**config.mk**
```make
export PLATFORM = sky130hd
export DESIGN_NAME = vscale_wb_queue
export DESIGN_NICKNAME = d
export VERILOG_FILES = /design/src/rtl/vscale_wb_queue.sv
export SDC_FILE = /design/constraint.sdc
export NUM_CORES = 1
export LEC_CHECK = 0
export CORE_UTILIZATION = 25
export CTS_BUF_LIST = sky130_fd_sc_hd__clkbuf_4 sky130_fd_sc_hd__clkbuf_8 sky130_fd_sc_hd__clkbuf_16
export DETAILED_ROUTE_END_ITERATION = 8
export PLACE_DENSITY = 0.45
export SLEW_MARGIN = 25
export SYNTH_ARGS = -nofsm -noshare
export SYNTH_HDL_FRONTEND = slang
export SYNTH_SLANG_ARGS = --single-unit
```
**constraint.sdc**
```tcl
create_clock -name clk -period 3.15 [get_ports clk]
set_input_delay 0.63 -clock clk [delete_from_list [all_inputs] [get_ports clk]]
set_output_delay 0.63 -clock clk [all_outputs]
set_load 0.005 [all_outputs]
```
**src/rtl/vscale_wb_queue.sv**
```systemverilog
// Writeback merge queue: in-order pipe writes win the RF port, late results drain FIFO behind them. Optional macro VSCALE_WB_BYPASS_EN.
// Latency: pipe writes 0 cycles; queued late results >= 1 cycle (0 with VSCALE_WB_BYPASS_EN when queue and pipe are idle).
// Backpressure: lq_ready = !full from registered count only; upstream stalls reads on hazard1/hazard2.
module vscale_wb_queue #(
    parameter int DEPTH          = 4,
    parameter int XPR_LEN        = 32,
    parameter int REG_ADDR_WIDTH = 5
) (
    input  logic                      clk,
    input  logic                      reset,
    input  logic                      pipe_wen,
    input  logic [REG_ADDR_WIDTH-1:0] pipe_wa,
    input  logic [XPR_LEN-1:0]        pipe_wd,
    input  logic                      lq_valid,
    output logic                      lq_ready,
    input  logic [REG_ADDR_WIDTH-1:0] lq_wa,
    input  logic [XPR_LEN-1:0]        lq_wd,
    output logic                      rf_wen,
    output logic [REG_ADDR_WIDTH-1:0] rf_wa,
    output logic [XPR_LEN-1:0]        rf_wd,
    input  logic [REG_ADDR_WIDTH-1:0] chk_ra1,
    input  logic [REG_ADDR_WIDTH-1:0] chk_ra2,
    output logic                      hazard1,
    output logic                      hazard2,
    output logic [$clog2(DEPTH):0]    count,
    output logic                      empty
);
    localparam int PW = $clog2(DEPTH);
    localparam int CW = PW + 1;

    typedef struct packed {
        logic [REG_ADDR_WIDTH-1:0] wa;
        logic [XPR_LEN-1:0]        wd;
    } entry_t;

    entry_t        mem [DEPTH];
    logic [PW-1:0] head;
    logic [PW-1:0] tail;
    logic [CW-1:0] cnt;
    logic          full;
    logic          occupied;
    logic          enq;
    logic          deq;
    logic          bypass;

    assign full     = (cnt == CW'(DEPTH));
    assign occupied = (cnt != '0);
    assign lq_ready = !reset && !full;
    assign count    = cnt;
    assign empty    = !occupied;

`ifdef VSCALE_WB_BYPASS_EN
    assign bypass = !reset && !occupied && !pipe_wen && lq_valid && (lq_wa != '0);
`else
    assign bypass = 1'b0;
`endif

    // Writes to x0 are accepted and dropped so they can never reach the RF port.
    assign enq = lq_valid && lq_ready && (lq_wa != '0) && !bypass;
    assign deq = !reset && !pipe_wen && occupied;

    always_comb begin
        rf_wen = 1'b0;
        rf_wa  = mem[head].wa;
        rf_wd  = mem[head].wd;
        if (reset) begin
            rf_wen = 1'b0;
        end else if (pipe_wen) begin
            rf_wen = 1'b1;
            rf_wa  = pipe_wa;
            rf_wd  = pipe_wd;
        end else if (occupied) begin
            rf_wen = 1'b1;
        end else if (bypass) begin
            rf_wen = 1'b1;
            rf_wa  = lq_wa;
            rf_wd  = lq_wd;
        end
    end

    always_ff @(posedge clk) begin
        if (reset) begin
            head <= '0;
            tail <= '0;
            cnt  <= '0;
        end else begin
            if (enq) tail <= tail + PW'(1);
            if (deq) head <= head + PW'(1);
            cnt <= cnt + CW'(enq) - CW'(deq);
        end
    end

    always_ff @(posedge clk) begin
        if (enq) mem[tail] <= '{wa: lq_wa, wd: lq_wd};
    end

    // Slot i is live when its distance from head (mod DEPTH) is below the count.
    always_comb begin
        hazard1 = 1'b0;
        hazard2 = 1'b0;
        for (int i = 0; i < DEPTH; i++) begin
            if (((i - int'(head)) & (DEPTH - 1)) < int'(cnt)) begin
                if ((chk_ra1 != '0) && (mem[i].wa == chk_ra1)) hazard1 = 1'b1;
                if ((chk_ra2 != '0) && (mem[i].wa == chk_ra2)) hazard2 = 1'b1;
            end
        end
    end
endmodule

```
; ---- Yosys cells after proc, flatten, opt, wreduce, memory -nomap -nowiden
; Memories as Yosys holds them, arrays and structs flattened. A register that Yosys moved wholly into a read port is not among the register bits.
; Cells that the tools add are included.
[totals]
register_bits = 7
ram_bits = 148
out_inout_bits = 45
elab_cells = 73
mem_count = 1
[classes]
add_sub_neg = 8
order_cmp = 4
eq_ne = 9
muxes = 27
n_reduce_logical = 21
[mem_list]
columns = name, words, width, rd, rd_ports_with_merged_regs, wr, line_no
row1 = mem, 4, 37, 5, 1, 1, 36  ; entry_t mem [DEPTH];
[op_table]
columns = cell, count
row1 = $mux 32, 2
row2 = $eq 5x5->1, 8
row3 = $mux 1, 21
row4 = $reduce_bool 5->1, 3
row5 = $logic_and 1x1->1, 13
row6 = $lt 2x3->1, 4
row7 = $mux 5, 2
row8 = $add 2x1->2 const B, 2
row9 = $logic_not 1->1, 4
row10 = $mux 2, 2
row11 = $sub 1x2->2 const A, 2
row12 = $sub 2x2->2 const A, 2
row13 = $add 3x1->3, 1
row14 = $eq 3x3->1 const B, 1
row15 = $reduce_bool 3->1, 1
row16 = $sub 3x1->3, 1

; ---- Logic depth before layout (Yosys ltp)
; Gate-level depths: netlist of run 1.
; An unclocked memory read counts as a cell.
[logic_depth]
word_depth = 11
ltp_mapped = 10
mapped_depth_nobuf = 10

; ---- Least setup slack after synthesis of run 1
; No wires, ideal clock.
[synth_timing]
path_type = input -> register
from = input port lq_wa[0]
to = register cnt[1], in the netlist count[1]
arrival_time_ns = 2.413
required_time_ns = 3.021
setup_slack_ns = 0.608
cell_stages = 8
n_path_buf = 0
path_cell_list = or4_1 > o211a_1 > inv_1 > ha_1 > inv_1 > ha_1 > fa_1 > nor2b_1
[synth_via]
elab_chain_len = 4
[synth_rtl]
columns = item, line_no
row1 = "start, declared", 16  ; input logic [REG_ADDR_WIDTH-1:0] lq_wa,
row2 = $reduce_bool 5->1, 59  ; assign enq = lq_valid && lq_ready && (lq_wa != '0) && !bypass;
row3 = $logic_and 1x1->1, 59
row4 = $add 3x1->3, 89  ; cnt <= cnt + CW'(enq) - CW'(deq);
row5 = $sub 3x1->3, 89
row6 = "end signal, assigned", 89
row7 = "end, declared", 39  ; logic [CW-1:0] cnt;
; No other way between the ends.
; A chain may end at the register's enable or synchronous reset.

==> results.toml, run 1 <==
[place]
gp_congestion = 0.830
dp_cells = 892
hpwl_um = 11200
port-buffer-count = 132
place_ws_ns = -0.127

[power]
power_density_nw_per_um2 = 666
peakVddDrop_uv = 292
leakage_nw = 3.28

[detailed_routing]
dr.pass1.iters = 4
drc = 0
wl_um = 16600
drtIter0Drc = 130
vias = 3876
drtAntennaViolNets = 0
via_per_inst = 4.19
wl_per_cell_um = 18.0

[cts]
tritoncts = "yes"
clk_latency_ns = 0.42
root_buffer = "clkbuf_16"
cts_buffer_depth = 2
holdBufCountCts = 0
clk_pin_slew_worst_paths_ns = 0.06
h-tree-depth = 4
post_cts_buffers = 0
cts_buffers = 17
cts.sinks = 157

[synthesis]
async_flop_share = 0
synth-seq-cells = 157
netlist_instances = 379
syn_area_per_cell_um2 = 18.7
syn_area_um2 = 7080
ys_top_cells_by_count = "edfxtp_1 (148), mux2_4 (30), mux4_2 (30), xnor2_1 (30), xor2_1 (16)"
yosysUniqueCellTypes = 32
synth.most_common_cell = "edfxtp_1"
synth_edf_count = 148
synth_top_area_frac = 0.628
yosysTopAreaCell = "edfxtp_1"
ys_seq_area_frac = 0.653
synth_flop_cell = "edfxtp_1"
syn_nets = 478
synth.area.top_cells = "edfxtp_1 (63%), mux4_2 (9.5%), mux2_4 (6.4%), xnor2_1 (3.7%), mux4_1 (2.6%)"
yosysWarnings = 0

[sta]
finalClockSkew_ns = 0.00957
slew_headroom = 0.697
fmax_ghz = 0.328
slew_viol_final = 0
whs_ns = 0.554
timing.final.crit_share = 0.968
fin_ws_ns = 0.101
min_period_ns = 3.05
rsz0062_at_grt = "no"
finalSetupViolations = 0
max_slew.worst_pin.slew_ns = 0.450
finalHoldViolCount = 0
tns_ns = 0

[floorplanning]
die_area_um2 = 29000
die_w_um = 170
start_util = 0.254
io_pins = 133
floorplan.rows = 61
core_um2 = 27900
die_y_um = 170

[worst_hold_path]
worstHoldPathCells = 2
min_to = "tail[1]"
min_from = "tail[1]"
min_path_type = "reg2reg"

[grt]
antenna_found_initial = 0
grtUsageTotal = 0.118
grt_pass1_wl_um = 24500
grt_pass1_vias = 4131
grt_max_degree = 24
overflow = 0

[final_layout]
drive_gt1_frac = 0.260
nets = 632
final_cells = 924
antenna_cells = 0
area_growth_pct = 36.2

[critical_path]
worst_r2r_path_depth = 10
crit_fanout = 20
worstPathArrival_ns = 2.42
crit_path_end_kind = "primary output"
start_kind = "flop"
path_class = "reg2out"
worstPathRequired_ns = 2.52
reg2reg_to = "count[2]"
reg2reg_setup_slack_ns = 0.89
r2r_start = "count[0]"

[status]
outcome = "complete, no violations"

[flow_run]
drv_cap = 0
==> report_power, final <==
group,leakage [nW],internal [W],switching (W)
registers,1.42,0.00241,0.0000699
clock network,0.309,0.00137,0.000853
logic,1.55,0.00105,0.000666
==> registers in the layout (all words and copies together) (netlist names), named ones only <==
register,cells
tail,2
mem,148
head,2
count,3
==> stage by stage <==
step	util	power, W	cell area, um2
4_1_cts	0.346	0.00654	9650
3_3_place_gp	0.322	0.00426	8980
2_1_floorplan	-	0.00354	7080
3_5_place_dp	0.322	0.00427	8980
6_report	0.346	0.00642	9650
5_1_grt	0.346	0.00672	9650
==> worst max-delay path: stages (launching register included) <==
cell and delay (ns):
dfxtp_2 0.37, buf_12 0.22, mux4_1 0.65, mux2_2 0.30, clkdlybuf4s50_1 0.44
==> kinds of logic after synthesis <==
logic type	after synthesis	synth area share
and+or+nand+nor	44	0.0330
muxes	74	0.196
AOI/OAI and AO/OA	12	0.0124
adders and majority gates	11	0.0205
xor gates and xnor gates	46	0.0569
DFF	157	0.653
buffers and inverters	35	0.0281
==> cells in the final DEF, fill, tap and decap left out, drive strengths merged, types with 10 or more instances in the layout <==
master and count:
nor4 10, ha 10, buf 27, mux2 37, inv 17, xnor2 30, xor2 16, clkdlybuf4s50 124
edfxtp 148, clkbuf 19, mux4 37
==> layer usage <==
metal | GRT usage | share of wire | vias up
met5 | 0 | 0 | -
met2 | 0.200 | 0.50 | 89
met4 | 0.0345 | 0.010 | 0
met1 | 0.149 | 0.44 | 1981
met3 | 0.0277 | 0.044 | 12
li1 | - | - | 1794
==> layout make-up <==
cell class | instances | area [um2]
Inverter | 11 | 41.3
Fill cell | 2648 | 18200
Clock inverter | 13 | 205
Clock buffer | 19 | 440
Sequential cell | 157 | 4630
Multi-Input combinational cell | 187 | 2290
Tap cell | 378 | 473
Timing Repair Buffer | 159 | 1560
==> worst max-delay path by stage <==
stage / slack, ns / cells after the start / endpoint / start
6_report: 0.10 / 4 / rf_wd[31] / flop
5_1_grt: 0.02 / 4 / rf_wd[31] / flop
4_1_cts: 0.08 / 4 / rf_wd[31] / flop
3_5_place_dp: -0.13 / 7 / hazard2 / chk_ra2[4]
3_3_place_gp: -0.16 / 7 / hazard1 / chk_ra1[4]
2_1_floorplan: 0.61 / 8 / count[1] / lq_wa[0]
==> timing repair <==
item,in CTS,in global routing
hold endpoints to repair,0,0
gates resized for setup,15,0
setup endpoints to repair,2,0
Note: power is estimated with default switching activity, not from simulation.
==> run 2, diff against run 1 <==
Settings changed: SETUP_SLACK_MARGIN set to 0.3, SKIP_LAST_GASP set to 1.
==> run 2 against run 1 <==
Power grew 3.0%. Critical path depth grew 1. Sequential share of layout area shrank 1.5 points. Flip-flop and latch count is the same. Largest cell class unchanged. Final area grew 3.4%. Via count grew 2.0%. Worst setup slack gained 0.11 ns. Register-to-register slack lost 0.02 ns. Sequential power is essentially flat. Non-clock buffer count grew 18. Highest routed layer unchanged.
==> results.toml, run 2 (same netlist as run 1, synthesis figures left out) <==
[grt]
antenna_found_initial = 0
overflow = 0
grtUsageMet3 = 0.0279
busiest_layer = "met2"
use_met1 = 0.156
grt_max_degree = 24
grt_pass1_vias = 4240
grtUsageTotal = 0.123
grt_util_met2 = 0.208
grt_pass1_wl_um = 25400

[floorplanning]
floorplan.rows = 61
die_area_um2 = 29000
start_util = 0.254
core_um2 = 27900
die_y_um = 170
die_w_um = 170
io_pins = 133

[place]
hpwl_um = 11200
gp_congestion = 0.830
port-buffer-count = 132
dp_cells = 892

[cts]
tritoncts = "yes"
h-tree-depth = 4
cts_buffer_depth = 2
root_buffer = "clkbuf_16"
holdBufCountCts = 0
clk_latency_ns = 0.42
cts.sinks = 157
cts_buffers = 17
clk_pin_slew_worst_paths_ns = 0.06

[power]
peakVddDrop_uv = 293
total_power_w = 0.00661
leakage_nw = 3.56
power_density_nw_per_um2 = 663

[critical_path]
worstPathRequired_ns = 2.52
crit_path_end_kind = "primary output"
cp_num_buf_inv = 3
crit_path_max_incr_delay_ns = 0.51
worstPathArrival_ns = 2.31
critPathSlowestCell = "mux4_2"
path_class = "reg2out"
cp_top_family = "multiplexers"
crit_chain = "buf_12, buf_12, mux4_2, mux2_4, clkdlybuf4s50_1"
start_kind = "flop"
crit_fanout = 9
cp_common_cell = "buf_12"

[detailed_routing]
via_per_inst = 4.20
dr.pass1.iters = 4
vias = 3953
wl_um = 17300
drtIter0Drc = 139
drtAntennaViolNets = 0
drc = 0
wl_per_cell_um = 18.4

[sta]
timing.final.crit_share = 0.934
finalSetupViolations = 0
finalHoldViolCount = 0
fmax_ghz = 0.340
max_slew.worst_pin.slew_ns = 0.454
whs_ns = 0.554
slew_viol_final = 0
rsz0062_at_grt = "yes"
tns_ns = 0
finalClockSkew_ns = 0.00797
slew_headroom = 0.695
min_period_ns = 2.94

[final_layout]
nets = 650
final_cell_mix = "edfxtp_1 (148), clkdlybuf4s50_1 (101), mux4_2 (32)"
regMostFlops = "mem"
area_growth_pct = 40.8
final_cells = 942
final_common_cell = "edfxtp_1"
largest_reg_flops = 148
drive_gt1_frac = 0.298
antenna_cells = 0

[worst_hold_path]
min_path_type = "reg2reg"

[flow_run]
drv_cap = 0

[status]
outcome = "complete, no violations"
-- run 2: cell types whose count changed in the layout (fill, tap and decap cells not counted), sizes merged --
cell,delta
buf,+19
clkdlybuf4s50,-23
dlygate4sd2,+10
dlymetal6s2s,+12
-- run 2: final cells by class --
| cell class | count | area, um2 |
|---|---|---|
| inverters | 11 | 41.3 |
| well taps | 378 | 473 |
| repair buffers | 177 | 1850 |
| clock inverters | 13 | 205 |
| flip-flops and latches | 157 | 4630 |
| fillers | 2618 | 17900 |
| multi-input cells | 187 | 2330 |
| clock buffers | 19 | 440 |
-- run 2: stage by stage --
step | instance area [um2] | setup WS (ns) | util
global placement | 8980 | -0.157 | 0.322
detailed placement | 8980 | -0.127 | 0.322
finish | 9970 | 0.207 | 0.358
CTS | 9890 | 0.174 | 0.355
global route | 9970 | 0.136 | 0.358
floorplan | 7080 | 0.608 | -
-- run 2: final timing paths --
| path | startpoint | to | slack (ns) | depth (start not counted) |
|---|---|---|---|---|
| min reg2reg | tail[1] | tail[1] | 0.55 | 2 |
| max reg2reg | count[0] | count[2] | 0.87 | 10 |
| min | tail[1] | tail[1] | 0.55 | 2 |
| max | flop | rf_wd[16] | 0.21 | 5 |
-- run 2: routing by layer --
| metal | vias to the layer above | share of wire |
|---|---|---|
| met4 | 0 | 0.011 |
| li1 | 1829 | - |
| met1 | 2012 | 0.44 |
| met3 | 14 | 0.045 |
| met2 | 98 | 0.50 |
| met5 | - | 0 |
-- run 2: report_power, final --
part           switching (W)  internal [W]
Combinational       0.000721       0.00118
Sequential         0.0000723       0.00242
Clock               0.000853       0.00137
Total                0.00165       0.00497
-- run 2: timing repair --
| action | CTS | global route |
|---|---|---|
| endpoints found under the hold margin | 0 | 0 |
| endpoints found under the setup margin | 39 | 34 |
| buffers inserted | 10 | 5 |
| pin swaps | 5 | 1 |
| resized for setup | 40 | 17 |
| cloned | 3 | 0 |
-- run 2: tightest hold or removal path: stages, from the launching register on --
cell     delay (ns)
dfxtp_1        0.33
inv_1          0.11
o31ai_2        0.08
==> run 3, diff against run 2 <==
Settings changed: ABC_AREA set to 1.
==> run 3 against run 2 <==
Fmax grew 5.9%. Critical path depth is 2 higher. Clock power fell by 8%. Synthesized cell count increased by 79%. Final area up 3.0%. Die area up 2.5%. Register-to-register slack got worse by 0.06 ns. Critical endpoint is now rf_wd[6]. Highest routed layer unchanged.
==> results.toml, run 3 <==
[synthesis]
syn_area_um2 = 7260
syn_nets = 776
syn_area_per_cell_um2 = 10.7
yosysWarnings = 0
yosysUniqueCellTypes = 28
synth_top_area_frac = 0.612
ys_top_cells_by_count = "edfxtp_1 (148), nor2_1 (92), o21ai_0 (88), nand2_1 (84), inv_1 (81)"
synth.area.top_cells = "edfxtp_1 (61%), o21ai_0 (6.1%), nor2_1 (4.8%), nand2_1 (4.3%), inv_1 (4.2%)"
synth_flop_cell = "edfxtp_1"
yosysTopAreaCell = "edfxtp_1"
async_flop_share = 0
synth_edf_count = 148
synth-seq-cells = 157
synth.most_common_cell = "edfxtp_1"
ys_seq_area_frac = 0.637
netlist_instances = 677

[place]
dp_cells = 1175
hpwl_um = 11600
gp_congestion = 0.887
place_ws_ns = 0.0701
port-buffer-count = 132

[power]
pwr-share-seq = 0.355
intPower_w = 0.00477
p_clk_frac = 0.292
switching_share = 0.320
peakVddDrop_uv = 313
leakage_nw = 3.86
power.switching_w = 0.00224
p_comb_frac = 0.353
power_density_nw_per_um2 = 683

[sta]
finalClockSkew_ns = 0.00997
fin_ws_ns = 0.370
whs_ns = 0.513
finalHoldViolCount = 0
max_slew.worst_pin.slew_ns = 0.397
slew_headroom = 0.735
min_period_ns = 2.78
timing.final.crit_share = 0.882
fmax_ghz = 0.360
slew_viol_final = 0
finalSetupViolations = 0
rsz0062_at_grt = "yes"

[detailed_routing]
wl_um = 20700
via_per_inst = 4.35
dr.pass1.iters = 4
vias = 5359
wl_per_cell_um = 16.9
drtIter0Drc = 295
drtAntennaViolNets = 0
drc = 0

[final_layout]
fillers = 2832
largest_reg_flops = 148
regMostFlops = "mem"
antenna_cells = 0
nets = 933
drive_gt1_frac = 0.120
final_cell_mix = "edfxtp_1 (148), clkdlybuf4s50_1 (114), nor2_1 (86)"
final_common_cell = "edfxtp_1"
regArea_um2 = 4640
multi_input_area_um2 = 2200
area_growth_pct = 41.5
final_cells = 1231

[cts]
cts_buffers = 17
tritoncts = "yes"
h-tree-depth = 4
cts_buffer_depth = 2
root_buffer = "clkbuf_16"
cts.sinks = 157
clk_latency_ns = 0.42
holdBufCountCts = 0
clk_pin_slew_worst_paths_ns = 0.07

[grt]
antenna_found_initial = 2
overflow = 0
grt_pass1_vias = 5236
grt_pass1_wl_um = 29700
grtUsageTotal = 0.138
grt_max_degree = 41

[critical_path]
worstPathRequired_ns = 2.52
crit_chain = "buf_6, clkbuf_16, o21ai_0, o221ai_1, o21ai_1, inv_1, clkdlybuf4s50_1"
worstPathArrival_ns = 2.15
r2r_start = "count[1]"
critPathSlowestCell = "clkdlybuf4s50_1"
crit_path_max_incr_delay_ns = 0.49
crit_path_end_kind = "primary output"
path_class = "reg2out"
crit_fanout = 10
start_kind = "flop"

[status]
outcome = "complete, no violations"

[flow_run]
drv_cap = 0

[floorplanning]
die_w_um = 172
core_um2 = 28600
io_pins = 133
die_area_um2 = 29700
die_y_um = 172
floorplan.rows = 62
start_util = 0.254

[worst_hold_path]
min_path_type = "reg2reg"
min_from = "tail[0]"
run 3: cell count changes after synthesis, sizes merged, moves of 13 or more:
cell,change
buf,+13
inv,+74
mux2,-37
mux4,-37
nand2,+82
nor2,+83
o21ai,+112
o221ai,+32
xnor2,-15
run 3: cell families (layout without fill, tap and decap cells):
family,after synthesis,count (layout),share of synthesized area
AO/OA/AOI/OAI,161,161,0.129
XOR/XNOR,23,23,0.0277
flip-flops,157,157,0.637
adder cells (fa/ha/maj),11,11,0.0200
buffers and inverters,123,293,0.0743
AND/OR/NAND/NOR,202,202,0.112
run 3: power by group through the flow:
stage                     combinational [W]  clock [W]  sequential, W
after detailed placement            0.00208          0        0.00251
after global placement              0.00208          0        0.00251
after global routing                0.00276    0.00217        0.00250
after CTS                           0.00228    0.00209        0.00248
after floorplan                     0.00110          0        0.00250
final                               0.00247    0.00205        0.00249
run 3: per-layer routing:
metal / up-vias / global-route usage / share of wire
met5: - / 0 / 0
met4: 0 / 0.0300 / 0.0050
met3: 7 / 0.0332 / 0.049
met2: 125 / 0.231 / 0.48
met1: 2554 / 0.178 / 0.46
li1: 2673 / - / -
run 3: final cells by class:
cell class                 instances  share of cell area
inverter                          85              0.0344
timing repair buffer             174               0.193
tap                              384              0.0468
clock buffer                      17              0.0414
sequential                       157               0.452
timing repair inverter             2             0.00244
clock inverter                    15              0.0167
multi-input combinational        397               0.214
run 3: repair_timing:
item,CTS,global route
setup endpoints to repair,38,33
pin swaps,3,13
gates cloned,6,5
resized for setup,35,36
hold endpoints to repair,0,0
buffers inserted,7,6
run 3: per-stage QoR:
step	total power [W]	util	setup TNS, ns	cell area (um2)
2_1_floorplan	0.00359	-	-18.16	7260
3_3_place_gp	0.00459	0.318	0	9110
3_5_place_dp	0.00458	0.318	0	9110
4_1_cts	0.00686	0.349	0	9990
5_1_grt	0.00743	0.359	0	10300
6_report	0.00701	0.359	0	10300
run 3: final timing paths:
kind / cells after the start / endpoint / slack [ns]
max: 7 / rf_wd[6] / 0.37
min: 2 / tail[0] / 0.51
max reg2reg: 13 / count[2] / 0.81
min reg2reg: 2 / tail[0] / 0.51
run 3: critical path: cells and delay by family, from the launching register on:
family          cells  cell delay [ns]
buf+inv             4             0.84
flops               1             0.42
compound gates      3             0.47
